[config.mk]
export PLATFORM = sky130hd
export DESIGN_NAME = servo_pwm_driver
export DESIGN_NICKNAME = d
export VERILOG_FILES = /design/src/rtl/servo_pwm_driver.sv
export SDC_FILE = /design/constraint.sdc
export NUM_CORES = 1
export LEC_CHECK = 0
export CORE_ASPECT_RATIO = 2
export CORE_MARGIN = 2
export CORE_UTILIZATION = 30
export CTS_CLUSTER_SIZE = 24
export DETAILED_ROUTE_END_ITERATION = 8
export DONT_BUFFER_PORTS = 1
export SYNTH_ARGS = -nofsm -noshare
export SYNTH_HDL_FRONTEND = slang
export SYNTH_SLANG_ARGS = --single-unit
[constraint.sdc]
create_clock -name clk25mhz -period 2.5 [get_ports clk25mhz]
set_clock_uncertainty 0.1 [all_clocks]
set_input_delay 0.375 -clock clk25mhz [delete_from_list [all_inputs] [get_ports clk25mhz]]
set_output_delay 0.375 -clock clk25mhz [all_outputs]
set_load 0.1 [all_outputs]
[src/rtl/servo_pwm_driver.sv]
// servo_pwm_driver
// 50 Hz hobby-servo PWM generator. Each PWM period is 1024 phase steps of
// PRESCALE clock cycles. The duty command is clamped to a safe servo range
// and latched, together with the output enable, only on the last cycle of a
// period. The pulse in flight is therefore never cut short or stretched.
//
// Ports
//   clk25mhz          in   system clock, all state on rising edge
//   reset             in   asynchronous, active-low reset
//   enable            in   output enable, sampled at period boundaries only
//   duty_cycle_input  in   [9:0] commanded duty, 1 LSB = 1/1024 period
//   servoSignal       out  registered PWM output to the servo pin
//   period_strobe     out  one-cycle pulse after each boundary latch
//   duty_applied      out  [9:0] clamped duty currently being generated
module servo_pwm_driver #(
    parameter int PRESCALE     = 488,
    parameter int MIN_DUTY     = 41,
    parameter int MAX_DUTY     = 103,
    parameter int NEUTRAL_DUTY = 77
) (
    input  logic       clk25mhz,
    input  logic       reset,
    input  logic       enable,
    input  logic [9:0] duty_cycle_input,
    output logic       servoSignal,
    output logic       period_strobe,
    output logic [9:0] duty_applied
);

    localparam int PW = (PRESCALE > 1) ? $clog2(PRESCALE) : 1;
    localparam logic [PW-1:0] PRE_LAST  = PW'(PRESCALE - 1);
    localparam logic [9:0]    MIN_D     = 10'(MIN_DUTY);
    localparam logic [9:0]    MAX_D     = 10'(MAX_DUTY);
    localparam logic [9:0]    NEUTRAL_D = 10'(NEUTRAL_DUTY);

    logic [PW-1:0] pre;
    logic [9:0]    phase;
    logic          en_applied;
    logic          tick;
    logic          boundary;
    logic [9:0]    duty_clamped;

    assign tick     = (pre == PRE_LAST);
    assign boundary = tick && (phase == 10'd1023);

    always_comb begin
        duty_clamped = duty_cycle_input;
        if (duty_cycle_input < MIN_D) begin
            duty_clamped = MIN_D;
        end else if (duty_cycle_input > MAX_D) begin
            duty_clamped = MAX_D;
        end
    end

    always_ff @(posedge clk25mhz or negedge reset) begin
        if (!reset) begin
            pre           <= '0;
            phase         <= '0;
            duty_applied  <= NEUTRAL_D;
            en_applied    <= 1'b0;
            servoSignal   <= 1'b0;
            period_strobe <= 1'b0;
        end else begin
            pre <= tick ? '0 : pre + PW'(1);
            if (tick) begin
                // 10-bit counter wraps 1023 -> 0 on its own
                phase <= phase + 10'd1;
            end
            if (boundary) begin
                duty_applied <= duty_clamped;
                en_applied   <= enable;
            end
            period_strobe <= boundary;
            // Uses pre-update duty/enable, so a new command first shapes the
            // pin on phase 0 of the following period.
            servoSignal   <= en_applied && (phase < duty_applied);
        end
    end

endmodule

==> flow_summary.toml <==
[run_status]
status = "finished clean"

[finish]
fin_area_sq_um = 1960
n_antenna_cell = 0
drive_gt1_share_pct = 17.9
layout.nets = 202
area_delta_synth_final_pct = 15.1

[clock_tree]
cts-root-buf = "clkbuf_8"
clock_sink_count = 32
cts_tree = "built"
cts.htree.levels = 2
cts_buffer_depth = 2
cts_made_buffers = 5
postCtsSetupBuffers = 0
path_clk_slew_ps = 60
worstSkewPairLatency_ps = 290

[sta]
worst_pin_slew_ps = 876
relSlewSlack_pct = 41.6
drv_slew = 0
setup-tns-final_ps = 0
rsz0062_at_grt = "false"
finalCritPeriodShare_pct = 79.7
setup_slack_ps = 508
finalSetupViolations = 0
finalHoldViolCount = 0
fmax_ghz = 0.502
whs_ps = 131
min_period_ps = 1990

[floorplan]
core.rowCount = 38
pin_count = 25
die-area_sq_um = 6330
initial_core_util_pct = 31.1
coreArea_sq_um = 5470
die_h_um = 111
die_w_um = 57.3

[pwr]
vdd_ir_drop_max_mv = 0.385
power_density_nw_per_um2 = 486
p_leak_nw = 0.879
power.total_mw = 0.952

[place]
post_dp_cell_area_sq_um = 1840
gp_congestion = 0.712
io_buffers = 0
dp_hpwl_mm = 2.53
post-place-ws_ps = 502

[grt]
grt_max_degree = 33
track_usage_pct = 12.3
antenna_found_initial = 0
grt_pass1_wl_mm = 6.03
grt_pass1_vias = 1322
grt_overflow = 0

[critical_path]
end_kind = "flip-flop"
critPathBufInv = 1
cpMaxStageDelayCell = "dfrtp_1"
crit_family = "simple AND/OR/NAND/NOR gates"
crit_fanout = 11
cp.required_ps = 2570
path_cells = "ha_1 -> and4_4 -> nand4_2 -> nor3_2 -> buf_4 -> mux2_2"
slowest_delay_ps = 380
startpoint_type = "flip-flop"
crit_type = "flip-flop to flip-flop"
arrival_ps = 2060

[synth]
synthFlopType = "dfrtp_1"
ys_seq_area_share_pct = 47.4
synth-seq-cells = 32
synth_cell_types = 38
syn_area_per_cell_sq_um = 10.6
syn-cell-area_sq_um = 1700
syn-num-nets = 185
synth_cells = 161
yosysTopAreaCellShare_pct = 41.2
async_reset_ff_share_pct = 100
synth_area_leaders = "dfrtp_1 41%, ha_1 8.1%, dfstp_2 6.2%, xnor2_1 5.1%, nor2_1 3.1%"
synth_top_cell_by_area = "dfrtp_1"
synth_edf_count = 0
yosys_warnings = 0

[flow_run]
maxCapViolations = 0

[routing]
vias = 1203
firstDrtPassIters = 3
viasPerCell = 5.03
drtIter0Drc = 29
wire_per_inst_um = 13.8
drc_errors = 0
drt.antenna.violating_nets = 0
wirelength_mm = 3.30

[min_path]
min_path_type = "primary input to flip-flop"
-- where the power goes --
part	internal [mW]	switching [mW]	total, mW
sequential	0.518	0	0.518
combinational	0.0101	0.0164	0.0264
clock	0.224	0.183	0.407
total	0.752	0.199	0.952
-- synth_stat cells (all sizes together) (2+ instances only) --
library cell and number:
nand4 5, dfstp 4, nor2 14, nand2 10, nor3b 2, o21a 2, dfrtp 28, a21oi 6
mux2 5, nor3 6, and4 3, ha 11, nand3 10, and3 2, xor2 6, mux2i 5
xnor2 10, buf 3, o211ai 2, inv 12, o21ai 5
-- cell type report --
cell class | instances | area, sq um
clock buffer | 8 | 90.1
fill | 547 | 3510
inverter | 12 | 45.0
multi-input combinational | 113 | 823
sequential | 32 | 806
tap | 60 | 75.1
timing repair buffer | 14 | 120
-- kinds of logic after synthesis --
group | Yosys count | synth area share, %
muxes | 10 | 6.91
AOI/OAI and AO/OA | 19 | 7.06
and+or+nand+nor | 57 | 18.1
xor gates and xnor gates | 16 | 8.24
adders and majority gates | 11 | 8.09
buffers and inverters | 16 | 4.26
DFF | 32 | 47.4
-- path summary, 6_finish.rpt --
check | startpoint | endpoint | slack (ps) | cells after the start
hold reg to reg | pre[0]$_DFF_PN0_ | pre[0]$_DFF_PN0_ | 390 | 1
setup reg to reg | pre[0]$_DFF_PN0_ | en_applied$_DFFE_PN0P_ | 510 | 6
setup / recovery | pre[0]$_DFF_PN0_ | en_applied$_DFFE_PN0P_ | 510 | 6
max in group asynchronous | reset | duty_applied[2]$_DFFE_PN1P_ | 1630 | 2
min in group asynchronous | reset | duty_applied[7]$_DFFE_PN0P_ | 430 | 2
hold / removal | duty_cycle_input[4] | duty_applied[4]$_DFFE_PN0P_ | 130 | 2
-- sequential cells by signal (all words and copies together) (netlist names) --
name / flops
servoSignal: 1
duty_applied: 10
pre: 9
period_strobe: 1
en_applied: 1
phase: 10
-- stage by stage --
stage / instances / utilization [%]
final: 239 / 35.8
after global routing: 239 / 35.8
after CTS: 239 / 35.8
after detailed placement: 229 / 33.6
after global placement: 229 / 33.6
after floorplan: 161 / -
-- placed cells by master (no fill, tap or decap), drive strengths merged, types with 2 or more instances in the layout --
cell type,netlist,layout
dfrtp,28,28
nor2,14,14
buf,3,13
inv,12,12
ha,11,11
nand2,10,10
xnor2,10,10
nand3,10,10
clkbuf,1,8
a21oi,6,6
xor2,6,6
nor3,6,6
o21ai,5,5
mux2i,5,5
nand4,5,5
mux2,5,5
dfstp,4,4
and4,3,3
nor3b,2,2
and3,2,2
o211ai,2,2
o21a,2,2
-- per-layer routing --
layer  wire length, um  GRT usage (%)  vias up
met4               100           7.91        0
met5                 0              0        -
met3                88           2.11        8
li1                  -              -      595
met2              1830           21.1       18
met1              1280           13.3      582
-- timing repair --
item | 4_1_cts | 5_1_grt
resized for setup | 0 | 0
hold buffers | 2 | 0
endpoints found under the hold margin | 32 | 0
(Power assumes the default switching activity.)
